[config.mk]
export PLATFORM = sky130hd
export DESIGN_NAME = ps2_cmd_tx_flat
export DESIGN_NICKNAME = d
export VERILOG_FILES = /design/src/rtl/ps2_pkg.sv /design/src/rtl/ps2_cmd_tx_if.sv /design/src/rtl/ps2_line_sync.sv /design/src/rtl/ps2_cmd_tx.sv /design/src/flat_wrapper.sv
export SDC_FILE = /design/constraint.sdc
export NUM_CORES = 1
export LEC_CHECK = 0
export CORE_AREA = 2 2 78 80
export DETAILED_ROUTE_END_ITERATION = 6
export DIE_AREA = 0 0 80 82
export DONT_BUFFER_PORTS = 1
export GPL_ROUTABILITY_DRIVEN = 0
export PLACE_DENSITY_LB_ADDON = 0.12
export SETUP_SLACK_MARGIN = 0.02
export SLEW_MARGIN = 20
export SYNTH_ARGS = -nofsm -noshare
export SYNTH_HDL_FRONTEND = slang
export SYNTH_SLANG_ARGS = --single-unit
[constraint.sdc]
create_clock -name clk -period 1.9 [get_ports clk]
set_clock_uncertainty 0.05 [all_clocks]
set_input_delay 0.38 -clock clk [delete_from_list [all_inputs] [get_ports clk]]
set_output_delay 0.38 -clock clk [all_outputs]
set_load 0.02 [all_outputs]
[src/rtl/ps2_pkg.sv]
// Shared PS/2 definitions: host-transmit FSM states, odd-parity helper, command bytes.
// Latency: n/a (types, constants and a pure function only).
// Backpressure: n/a.
package ps2_pkg;

    typedef enum logic [2:0] {
        IDLE,
        INHIBIT,
        SHIFT,
        ACK,
        WAIT_IDLE
    } state_t;

    localparam logic [7:0] CMD_RESET    = 8'hFF;
    localparam logic [7:0] CMD_SET_LEDS = 8'hED;
    localparam logic [7:0] CMD_ENABLE   = 8'hF4;
    localparam logic [7:0] RSP_ACK      = 8'hFA;

    // Parity bit that makes the total number of ones in data+parity odd.
    function automatic logic odd_parity(input logic [7:0] d);
        return ~^d;
    endfunction

endpackage

[src/rtl/ps2_cmd_tx_if.sv]
// Command-byte handshake into the PS/2 host transmitter.
// Latency: n/a (signal bundle only).
// Backpressure: cmd_ready low while a transfer is in flight; offers are dropped, not queued.
// Signals: cmd_valid (byte offered), cmd_data (command byte), cmd_ready (transmitter idle).
interface ps2_cmd_tx_if;
    import ps2_pkg::*;

    logic       cmd_valid;
    logic [7:0] cmd_data;
    logic       cmd_ready;

    modport master (output cmd_valid, output cmd_data, input cmd_ready);
    modport slave  (input cmd_valid, input cmd_data, output cmd_ready);

endinterface

[src/rtl/ps2_line_sync.sv]
// Two-flop synchronizer for the PS/2 clock and data lines plus a falling-edge strobe on clock.
// Latency: line level 2 cycles; fall strobe 3 cycles after the raw falling edge.
// Backpressure: none; free-running.
// Ports: clk, reset (sync, active-high), clk_raw/dat_raw (async lines),
//        clk_sync/dat_sync (synchronized levels), fall (1-cycle strobe).
module ps2_line_sync (
    input  logic clk,
    input  logic reset,
    input  logic clk_raw,
    input  logic dat_raw,
    output logic clk_sync,
    output logic dat_sync,
    output logic fall
);
    logic [1:0] clk_ff;
    logic [1:0] dat_ff;
    logic       clk_prev;

    // Reset to the idle-high line level so leaving reset never fakes a falling edge.
    always_ff @(posedge clk) begin
        if (reset) begin
            clk_ff   <= 2'b11;
            dat_ff   <= 2'b11;
            clk_prev <= 1'b1;
            fall     <= 1'b0;
        end else begin
            clk_ff   <= {clk_ff[0], clk_raw};
            dat_ff   <= {dat_ff[0], dat_raw};
            clk_prev <= clk_ff[1];
            fall     <= clk_prev & ~clk_ff[1];
        end
    end

    assign clk_sync = clk_ff[1];
    assign dat_sync = dat_ff[1];

endmodule

[src/rtl/ps2_cmd_tx.sv]
// PS/2 host-to-device transmitter: inhibit, start bit, 8 data bits LSB first, odd parity, stop, ACK check.
// Latency: clk_oe 1 cycle after accept; each data update 4 cycles after the raw device clock fall.
// Backpressure: cmd_ready only in IDLE; offers while busy are ignored. done/error are 1-cycle pulses.
// Ports: clk, reset (sync, active-high), cmd (command handshake), ps2_clk_in/ps2_dat_in (raw lines),
//        ps2_clk_oe/ps2_dat_oe (1 = pull line low), busy, done, error.
module ps2_cmd_tx
    import ps2_pkg::*;
#(
    parameter int INHIBIT_CYCLES = 6000,
    parameter int TIMEOUT_CYCLES = 750000
) (
    input  logic         clk,
    input  logic         reset,
    ps2_cmd_tx_if.slave  cmd,
    input  logic         ps2_clk_in,
    input  logic         ps2_dat_in,
    output logic         ps2_clk_oe,
    output logic         ps2_dat_oe,
    output logic         busy,
    output logic         done,
    output logic         error
);
    localparam int INH_W = $clog2(INHIBIT_CYCLES) + 1;
    localparam int WD_W  = $clog2(TIMEOUT_CYCLES) + 1;
    localparam logic [INH_W-1:0] INH_LAST = INH_W'(INHIBIT_CYCLES - 1);
    localparam logic [INH_W-1:0] INH_END  = INH_W'(INHIBIT_CYCLES);
    localparam logic [WD_W-1:0]  WD_LAST  = WD_W'(TIMEOUT_CYCLES - 1);

    state_t           state, state_nxt;
    logic [9:0]       shreg, shreg_nxt;      // {stop, parity, D7..D0}, shifted out from bit 0
    logic [3:0]       bit_cnt, bit_cnt_nxt;
    logic [INH_W-1:0] inh_cnt, inh_cnt_nxt;
    logic [WD_W-1:0]  wd_cnt, wd_cnt_nxt;
    logic             clk_oe_nxt, dat_oe_nxt, done_nxt, error_nxt;
    logic             clk_sync, dat_sync, fall;
    logic             wd_expired;

    ps2_line_sync u_sync (
        .clk      (clk),
        .reset    (reset),
        .clk_raw  (ps2_clk_in),
        .dat_raw  (ps2_dat_in),
        .clk_sync (clk_sync),
        .dat_sync (dat_sync),
        .fall     (fall)
    );

    // A fall in the same cycle counts as activity, so it wins over the timeout.
    assign wd_expired = (state == SHIFT || state == ACK || state == WAIT_IDLE)
                        && !fall && (wd_cnt == WD_LAST);

    always_comb begin
        state_nxt   = state;
        shreg_nxt   = shreg;
        bit_cnt_nxt = bit_cnt;
        inh_cnt_nxt = inh_cnt;
        wd_cnt_nxt  = wd_cnt;
        clk_oe_nxt  = ps2_clk_oe;
        dat_oe_nxt  = ps2_dat_oe;
        done_nxt    = 1'b0;
        error_nxt   = 1'b0;

        case (state)
            IDLE: begin
                clk_oe_nxt = 1'b0;
                dat_oe_nxt = 1'b0;
                if (cmd.cmd_valid && cmd.cmd_ready) begin
                    shreg_nxt   = {1'b1, odd_parity(cmd.cmd_data), cmd.cmd_data};
                    bit_cnt_nxt = '0;
                    inh_cnt_nxt = '0;
                    clk_oe_nxt  = 1'b1;
                    state_nxt   = INHIBIT;
                end
            end
            INHIBIT: begin
                inh_cnt_nxt = inh_cnt + INH_W'(1);
                if (inh_cnt == INH_LAST) begin
                    dat_oe_nxt = 1'b1;           // start bit, clock still held low
                end
                if (inh_cnt == INH_END) begin
                    inh_cnt_nxt = '0;
                    clk_oe_nxt  = 1'b0;
                    wd_cnt_nxt  = '0;
                    state_nxt   = SHIFT;
                end
            end
            SHIFT: begin
                wd_cnt_nxt = fall ? '0 : wd_cnt + WD_W'(1);
                if (fall) begin
                    // Falls 1..8 data, 9 parity, 10 stop (a one, so the line is released).
                    dat_oe_nxt  = ~shreg[0];
                    shreg_nxt   = {1'b1, shreg[9:1]};
                    bit_cnt_nxt = bit_cnt + 4'd1;
                    if (bit_cnt == 4'd9) begin
                        state_nxt = ACK;
                    end
                end
            end
            ACK: begin
                wd_cnt_nxt = fall ? '0 : wd_cnt + WD_W'(1);
                if (fall) begin
                    bit_cnt_nxt = bit_cnt + 4'd1;
                    if (dat_sync) begin
                        error_nxt = 1'b1;
                        state_nxt = IDLE;
                    end else begin
                        state_nxt = WAIT_IDLE;
                    end
                end
            end
            WAIT_IDLE: begin
                wd_cnt_nxt = fall ? '0 : wd_cnt + WD_W'(1);
                if (clk_sync && dat_sync) begin
                    done_nxt  = 1'b1;
                    state_nxt = IDLE;
                end
            end
            default: begin
                clk_oe_nxt = 1'b0;
                dat_oe_nxt = 1'b0;
                state_nxt  = IDLE;
            end
        endcase

        if (wd_expired) begin
            clk_oe_nxt = 1'b0;
            dat_oe_nxt = 1'b0;
            done_nxt   = 1'b0;
            error_nxt  = 1'b1;
            state_nxt  = IDLE;
        end
    end

    always_ff @(posedge clk) begin
        if (reset) begin
            state         <= IDLE;
            shreg         <= '0;
            bit_cnt       <= '0;
            inh_cnt       <= '0;
            wd_cnt        <= '0;
            ps2_clk_oe    <= 1'b0;
            ps2_dat_oe    <= 1'b0;
            cmd.cmd_ready <= 1'b0;
            busy          <= 1'b0;
            done          <= 1'b0;
            error         <= 1'b0;
        end else begin
            state         <= state_nxt;
            shreg         <= shreg_nxt;
            bit_cnt       <= bit_cnt_nxt;
            inh_cnt       <= inh_cnt_nxt;
            wd_cnt        <= wd_cnt_nxt;
            ps2_clk_oe    <= clk_oe_nxt;
            ps2_dat_oe    <= dat_oe_nxt;
            cmd.cmd_ready <= (state_nxt == IDLE);
            busy          <= (state_nxt != IDLE);
            done          <= done_nxt;
            error         <= error_nxt;
        end
    end

endmodule
[src/flat_wrapper.sv]
// flat-port wrapper written by rule: the top's interface ports become plain ports
module ps2_cmd_tx_flat import ps2_pkg::*;
#(
    parameter int INHIBIT_CYCLES = 6000,
    parameter int TIMEOUT_CYCLES = 750000
)
  (clk, reset, ps2_clk_in, ps2_dat_in, ps2_clk_oe, ps2_dat_oe, busy, done, error, cmd_cmd_valid, cmd_cmd_data, cmd_cmd_ready);
  ps2_cmd_tx_if cmd_i ();
  input  logic clk;
  input  logic reset;
  input  logic ps2_clk_in;
  input  logic ps2_dat_in;
  output logic ps2_clk_oe;
  output logic ps2_dat_oe;
  output logic busy;
  output logic done;
  output logic error;
  input wire logic [$bits(cmd_i.cmd_valid)-1:0] cmd_cmd_valid;
  input wire logic [$bits(cmd_i.cmd_data)-1:0] cmd_cmd_data;
  output wire logic [$bits(cmd_i.cmd_ready)-1:0] cmd_cmd_ready;
  assign cmd_i.cmd_valid = cmd_cmd_valid;
  assign cmd_i.cmd_data = cmd_cmd_data;
  assign cmd_cmd_ready = cmd_i.cmd_ready;
  ps2_cmd_tx #(.INHIBIT_CYCLES(INHIBIT_CYCLES), .TIMEOUT_CYCLES(TIMEOUT_CYCLES)) u_core (.clk(clk), .reset(reset), .cmd(cmd_i), .ps2_clk_in(ps2_clk_in), .ps2_dat_in(ps2_dat_in), .ps2_clk_oe(ps2_clk_oe), .ps2_dat_oe(ps2_dat_oe), .busy(busy), .done(done), .error(error));
endmodule
==> reports/results.ini, run 1 <==
[detailed_routing]
drtAntennaViolNets=0
via_per_inst=5.994
firstDrtPassIters=4
avgRoutedWirePerCell_um=15.67
wl_um=8319
vias=3183
first_iter_violations=201
drcViolationCount=0

[min_path]
hold_depth=1
hold_path.class=input port to flop

[die]
ios=19
num_rows=28
die_area_sq_um=6560
die_w_um=80
core_sq_um=5746
start_util_pct=55.25
fp.dieH_um=82

[sta]
worst_slew_pin_slew_ps=453.9
period_needed_ps=2156
setup_ws_ps=-255.8
finalCritPeriodShare_pct=113.5
maxSlewHeadroom_pct=69.46
drv_slew=0
max_freq_mhz=463.9
setup_viol=20
fin_tns_setup_ps=-2915
rsz0062_at_grt=true
hold_viol=0

[logic_synthesis]
yosysSeqAreaShare_pct=40.36
yosysTopAreaCell=dfxtp_1
yosysWarningCount=0
ys_ff_latch=64
syn_area_sq_um=3174
synthDominantCellAreaShare_pct=40.36
yosysUniqueCellTypes=53
synth_cells=388
synth_edf_count=0
synth-main-ff-cell=dfxtp_1
ys_async_sr_fraction_pct=0
synth_area_leaders=dfxtp_1 (40%), a21oi_1 (4.4%), nor2_1 (4.1%)
syn_nets=406
synth.avg_cell_area_sq_um=8.181

[critical_path]
rr_worst_depth=8
regToRegEndpoint=u_core.wd_cnt[12]
start_kind=flop
crit_path_end_kind=flop
cp.depth=8
path_max_fanout=13
path_class=flop to flop
worst-path-buf-inv=2
required_ps=2120
timing.rr.start=u_core.inh_cnt[0]
worstSetupStartpoint=u_core.inh_cnt[0]
cp-endpoint=u_core.wd_cnt[12]
crit_slowest_cell=or4_1
path_delay_family=simple AND/OR/NAND/NOR gates
critPathMaxStageDelay_ps=550
r2r_slack_ps=-260
crit_chain=inv_2 -> ha_4 -> nand4bb_1 -> nor4b_4 -> a31oi_4 -> buf_12 -> or4_1 -> a21oi_2
worst_ep_arrival_time_ps=2380

[outcome]
status=complete, but fails checks
violations=setup timing

[finish]
most-common-layout-cells=buf_4 (60), dfxtp_1 (59), nand2_1 (34)
fillers=396
nNetsFinal=470
area_growth_pct=35.32
layout_commonest_cell=buf_4
insertedDiodeCount=0
drive_above_1_share_pct=33.99

[global_routing]
grt_max_degree=36
grtUsageTotal_pct=25.89
antenna_found_initial=0
grt-ovfl-total=0
grt_pass1_vias=2865
grt_first_pass_wirelength_um=13220

[flow_run]
max_cap_viol_count=0

[power_and_ir_drop]
p_leak_uw=0.001602
irDropWorstVdd_v=0.0005119
p_per_area_nw_per_um2=632.3

[placement]
place_hpwl_um=5241
portBuffers=0
dp_slack_ps=-228.0

[cts]
numCtsBuffers=9
root_buffer=clkbuf_8
clock_latency_ps=350
cts_tree=done
clk_pin_slew_worst_paths_ps=80
cts_sinks=64
cts_hold_buf=0
htreeDepth=3
cts_buffer_depth=2

-- cells in the mapped netlist, types with 4 or more instances --
| library cell | count |
|---|---|
| o211ai_1 | 4 |
| xnor2_1 | 8 |
| inv_1 | 11 |
| dfxtp_1 | 64 |
| clkbuf_1 | 19 |
| and3_1 | 6 |
| nor3_1 | 10 |
| or3_1 | 13 |
| o21ai_0 | 22 |
| ha_1 | 5 |
| a31oi_1 | 9 |
| nand4_1 | 10 |
| or2_2 | 9 |
| nand3_1 | 18 |
| a311oi_1 | 9 |
| a21oi_1 | 28 |
| nor2_1 | 35 |
| o31ai_1 | 10 |
| nand2_1 | 34 |
| or4_1 | 13 |
| nor4_1 | 4 |
-- repair_timing --
action,CTS,global route
setup buffers,8,4
resized for setup,24,47
pin swaps,3,16
gates cloned,3,2
setup endpoints to repair,37,43
-- sequential cells by signal (all words and copies together) (netlist names), 2 cells and up --
register / flops
u_core.u_sync.clk_ff: 2
u_core.bit_cnt: 4
u_core.u_sync.dat_ff: 2
u_core.shreg: 10
u_core.inh_cnt: 14
u_core.wd_cnt: 21
u_core.state: 3
-- kinds of logic after synthesis --
family	after synthesis	share of synthesized area, %
XOR/XNOR	10	2.759
adder cells (fa/ha/maj)	5	1.971
AO/OA/AOI/OAI	104	21.01
buffers and inverters	33	3.981
flip-flops	64	40.36
multiplexers	1	0.3153
AND/OR/NAND/NOR	171	29.60
-- stage by stage --
| stage | util [%] | instance area [sq um] | hold slack, ps | total power, uW | std cells |
|---|---|---|---|---|---|
| finish | 74.76 | 4295 | 51.95 | 2716 | 531 |
| global route | 74.76 | 4295 | 33.07 | 2828 | 531 |
| CTS | 71.01 | 4080 | 32.81 | 2710 | 526 |
| detailed placement | 63.70 | 3660 | 346.1 | 1655 | 500 |
| global placement | 63.70 | 3660 | 340.6 | 1650 | 500 |
| floorplan | - | 3196 | 339.5 | 1583 | 388 |
-- per-layer routing --
| layer | up-vias | share of wire [%] | GRT usage [%] |
|---|---|---|---|
| li1 | 1581 | - | - |
| met1 | 1495 | 46 | 34.78 |
| met2 | 94 | 48 | 41.08 |
| met3 | 13 | 5.2 | 6.484 |
| met4 | 0 | 1.4 | 7.966 |
| met5 | - | 0 | 0 |
-- how the worst min path moves through the flow --
stage	to	startpoint
floorplan	u_core.u_sync.clk_ff[1]	u_core.u_sync.clk_ff[0]
global placement	u_core.u_sync.clk_ff[1]	u_core.u_sync.clk_ff[0]
detailed placement	u_core.u_sync.clk_ff[1]	u_core.u_sync.clk_ff[0]
CTS	u_core.bit_cnt[1]	reset
global route	u_core.bit_cnt[0]	reset
finish	u_core.bit_cnt[0]	reset
-- cell type report --
type	instances	area (sq um)	area share, %
Clock inverter	5	33.78	0.7865
Inverter	11	41.29	0.9613
Sequential cell	64	1287	29.97
Multi-Input combinational cell	292	2024	47.13
Timing Repair Buffer	74	676.9	15.76
Clock buffer	10	137.6	3.204
Tap cell	75	93.84	2.185
-- where the power goes --
group          internal (uW)  switching (uW)
Clock                    498             531
Sequential              1380            25.9
Combinational            143             140
Total                   2020             696
No activity file was read; power rests on OpenSTA's default activity.
==> inputs of run 2 (changes only) <==
Settings changed: PLACE_DENSITY set to 0.78, PLACE_DENSITY_LB_ADDON 0.12 to unset.
==> run 2 against run 1 <==
Net effect:
- the flow still finishes with violations (setup timing)
- global-route usage is 1.5 points higher
- core utilization grew 1.1 points
- design area increased by 1.4%
- via count is 3.7% higher
- first-iteration DRC count up 5.0%
- sequential cell count stayed put
- total power rose by 5.0%
- non-clock buffer count decreased by 3
- clock power up 14%
- sequential share of layout area fell by 0.42 points
- routed wire length up 11%
- largest cell class unchanged
- cell count is 0.75% lower
==> reports/results.ini, run 2 (same netlist as run 1, synthesis figures left out) <==
[outcome]
status=complete, but fails checks
violations=setup timing

[sta]
setup_ws_ps=-299.1
whs_ps=54.71
finalCritPeriodShare_pct=115.7
drv_slew=0
rsz0062_at_grt=true
setup_viol=28
max_freq_mhz=454.7
maxSlewHeadroom_pct=61.51
hold_viol=0
worst_slew_pin_slew_ps=572.1
period_needed_ps=2199

[critical_path]
rr_worst_depth=8
timing.rr.start=u_core.inh_cnt[0]
crit_slowest_cell=or4_4
crit_chain=inv_2 -> ha_4 -> nand4bb_1 -> nor4b_4 -> a31oi_4 -> buf_12 -> or4_4 -> a21oi_2
critPathMaxStageDelay_ps=510
worst_ep_arrival_time_ps=2430
path_max_fanout=8
path_class=flop to flop
crit_path_end_kind=flop
required_ps=2130
start_kind=flop
worstSetupStartpoint=u_core.inh_cnt[0]

[placement]
place_hpwl_um=5540
portBuffers=0
placedCellCount=502
postPlaceCellArea_sq_um=3662

[finish]
final-seq-area_sq_um=1287
layout_commonest_cell=dfxtp_1
most-common-layout-cells=dfxtp_1 (59), buf_4 (57), nor2_1 (34)
fillers=377
multi_input_area_sq_um=2090
insertedDiodeCount=0
top_register=u_core.wd_cnt
nNetsFinal=467
stdcell_area_sq_um=4357
top_regs=u_core.wd_cnt x21, u_core.inh_cnt x14, u_core.shreg x10
instances_no_fill=527
drive_above_1_share_pct=35.18
area_growth_pct=37.25
largest_reg_flops=21

[die]
die_area_sq_um=6560
fp.dieH_um=82
core_sq_um=5746
start_util_pct=55.25
num_rows=28
ios=19
die_w_um=80

[detailed_routing]
vias=3302
drcViolationCount=0
avgRoutedWirePerCell_um=17.53
first_iter_violations=211
firstDrtPassIters=5
drtAntennaViolNets=0
wl_um=9238
via_per_inst=6.266

[global_routing]
grt-ovfl-total=0
grt_pass1_vias=3149
grtUsageTotal_pct=27.44
antenna_found_initial=0
grt_first_pass_wirelength_um=14150
grt_max_degree=37

[cts]
root_buffer=clkbuf_8
numCtsBuffers=9
cts_tree=done
htreeDepth=3
clock_latency_ps=350
clk_pin_slew_worst_paths_ps=80
cts_sinks=64
cts_buffer_depth=2
cts_hold_buf=0

[power_and_ir_drop]
p_leak_uw=0.001611
irDropWorstVdd_v=0.0005466
p_per_area_nw_per_um2=654.7

[min_path]
hp-start=reset
hold_depth=1
hold_path.class=input port to flop

[flow_run]
max_cap_viol_count=0

[run 2: layer usage]
layer  vias up  routed length, um  global-route usage, %
li1       1564                  -                      -
met1      1595               3738                  31.38
met2       111               4814                  48.67
met3        32                408                  4.835
met4         0                277                  14.92
met5         -                  0                      0
[run 2: where the power goes]
group	internal, uW	switching [uW]	total, uW
sequential	1380	26.6	1400
clock	660	513	1170
combinational	133	142	274
total	2170	681	2850
[run 2: what timing repair did]
item / CTS / global route
pin swaps: 15 / 44
hold endpoints to repair: 0 / 0
gates resized for setup: 29 / 56
setup buffers: 7 / 1
setup endpoints to repair: 48 / 49
gates cloned: 3 / 0
[run 2: stage by stage]
step | worst slack (ps) | setup TNS, ps | total power (uW) | utilization, %
final | -299.1 | -5169 | 2853 | 75.83
after CTS | -265.7 | -3897 | 2833 | 71.76
after global placement | -200.4 | -3074 | 1641 | 63.74
after global routing | -383.9 | -7572 | 2934 | 75.83
after detailed placement | -276.0 | -4339 | 1652 | 63.74
after floorplan | -140.8 | -1165 | 1583 | -
[run 2: path summary, 6_finish.rpt]
| kind | slack, ps | to |
|---|---|---|
| max reg2reg | -300 | u_core.wd_cnt[6] |
| min reg2reg | 360 | u_core.u_sync.dat_ff[1] |
| max | -300 | u_core.wd_cnt[6] |
| min | 50 | u_core.inh_cnt[0] |
[run 2: layout make-up]
class / count / share of cell area, %
well taps: 75 / 2.154
clock inverters: 3 / 0.9764
flip-flops and latches: 64 / 29.55
multi-input cells: 292 / 47.96
clock buffers: 11 / 3.475
inverters: 11 / 0.9477
repair buffers: 71 / 14.93
[run 2: worst max-delay path: cells and delay by family (launching register included)]
family | cells | cell delay [ps]
AND/OR/NAND/NOR | 3 | 1070
flip-flops | 1 | 330
adder cells (fa/ha/maj) | 1 | 120
AO/OA/AOI/OAI | 2 | 320
buffers and inverters | 2 | 240
==> inputs of run 3 (changes only) <==
Settings changed: CORE_AREA 2 2 78 80 to 2 2 76 78, DIE_AREA 0 0 80 82 to 0 0 78 80.
Clock period 1.9 ns to 2.5 ns, I/O delays scaled along.
==> run 3 against run 2 <==
Net effect:
- the flow now finishes without violations
- design area shrank 21%
- sequential cell count is the same
- global-route usage fell by 4.2 points
- critical path type unchanged
- critical endpoint is now u_core.wd_cnt[5]
- highest routed layer unchanged
==> reports/results.ini, run 3 (same netlist as run 1, synthesis figures left out) <==
[outcome]
status=finished, final reports clean

[finish]
largest_reg_flops=21
nNetsFinal=403
most-common-layout-cells=dfxtp_1 (64), nor2_1 (35), nand2_1 (34)
top_regs=u_core.wd_cnt x21, u_core.inh_cnt x14, u_core.shreg x10
area_growth_pct=8.080
insertedDiodeCount=0
layout_commonest_cell=dfxtp_1
drive_above_1_share_pct=10.28
instances_no_fill=461
top_register=u_core.wd_cnt
fillers=468

[critical_path]
crit_slowest_cell=or4_1
crit_path_end_kind=flop
r2r_slack_ps=280
required_ps=2730
start_kind=flop
rr_worst_depth=8
path_class=flop to flop
crit_chain=inv_1 -> ha_1 -> nand4bb_1 -> nor4b_4 -> a31oi_2 -> buf_4 -> or4_1 -> a21oi_1
worst_ep_arrival_time_ps=2450
path_max_fanout=39
worst-path-buf-inv=2
path_delay_family=simple AND/OR/NAND/NOR gates
critPathMaxStageDelay_ps=530
timing.rr.start=u_core.inh_cnt[0]
worstSetupStartpoint=u_core.inh_cnt[0]
regToRegEndpoint=u_core.wd_cnt[5]

[sta]
fin_tns_setup_ps=0
period_needed_ps=2221
rsz0062_at_grt=false
finalCritPeriodShare_pct=88.85
hold_viol=0
setup_viol=0
maxSlewHeadroom_pct=52.54
worst_slew_pin_slew_ps=711.9
drv_slew=0
max_freq_mhz=450.2

[global_routing]
grt-ovfl-total=0
grt_pass1_vias=2495
antenna_found_initial=0
grt_max_degree=40
grtUsageTotal_pct=23.28
grt_first_pass_wirelength_um=11540

[cts]
cts_hold_buf=0
root_buffer=clkbuf_8
cts_setup_buffers=0
numCtsBuffers=9
cts_tree=done
cts_resized=0
clk_pin_slew_worst_paths_ps=70
cts_sinks=64
clock_latency_ps=350
htreeDepth=3
cts_buffer_depth=2

[placement]
portBuffers=0
place_hpwl_um=4700
placedCellCount=446

[detailed_routing]
avgRoutedWirePerCell_um=14.87
drcViolationCount=0
first_iter_violations=147
drtAntennaViolNets=0
vias=2887
firstDrtPassIters=5
wl_um=6853
via_per_inst=6.262

[power_and_ir_drop]
swShare_pct=24.72
irDropWorstVdd_v=0.0004247
p_per_area_nw_per_um2=601.1
p_switching_uw=509.8
p_leak_uw=0.001166
seqPwrFrac_pct=52.1
clkPwrFrac_pct=41.7
p_comb_share_pct=6.3
internal-power_uw=1552

[min_path]
hold_depth=1
hold_path.class=input port to flop
hp-start=reset
worstHoldEndpoint=u_core.inh_cnt[1]

[die]
core_sq_um=5405
fp.dieH_um=80
die_area_sq_um=6240
ios=19
num_rows=27
die_w_um=78
start_util_pct=58.73

[flow_run]
max_cap_viol_count=0

[run 3: cell count changes in the layout (fill, tap and decap cells not counted), moves of 8 or more]
cell	change
a21oi_1	+13
a21oi_2	-12
buf_4	-49
buf_6	-8
or4_1	+8
or4_4	-8
[run 3: cell type report]
class	instances	area, sq um	share of cell area, %
sequential	64	1281	37.35
inverter	11	41.29	1.204
clock inverter	6	61.31	1.787
clock buffer	9	123.9	3.611
timing repair buffer	8	60.06	1.751
tap	72	90.09	2.626
multi-input combinational	291	1773	51.68
[run 3: through the flow]
| step | setup slack (ps) | area [sq um] | utilization (%) | total power [uW] | hold slack, ps |
|---|---|---|---|---|---|
| finish | 278.7 | 3431 | 63.47 | 2062 | 170.6 |
| global route | 84.37 | 3431 | 63.47 | 2123 | 167.4 |
| CTS | 301.6 | 3431 | 63.47 | 2069 | 158.5 |
| detailed placement | 323.0 | 3246 | 60.05 | 1224 | 349.3 |
| global placement | 387.3 | 3246 | 60.05 | 1220 | 343.6 |
| floorplan | 441.2 | 3174 | - | 1202 | 339.5 |
[run 3: power by group through the flow]
stage          Sequential [uW]  Combinational, uW  Clock, uW
2_1_floorplan             1090                112          0
3_3_place_gp              1100                124          0
3_5_place_dp              1100                127          0
4_1_cts                   1070                129        867
5_1_grt                   1080                145        901
6_report                  1070                129        859
[run 3: metal layers]
metal  part of all wire [%]  track usage, %  vias up
li1                       -               -     1434
met1                     49           31.00     1375
met2                     45           36.38       63
met3                    3.1           4.299       15
met4                    2.1           11.40        0
met5                      0               0        -
[run 3: worst max path at each step]
stage,slack [ps],cells after the start,to
after floorplan,440,8,u_core.wd_cnt[12]
after global placement,390,6,u_core.wd_cnt[15]
after detailed placement,320,8,u_core.wd_cnt[9]
after CTS,300,8,u_core.wd_cnt[5]
after global routing,80,8,u_core.wd_cnt[13]
final,280,8,u_core.wd_cnt[5]
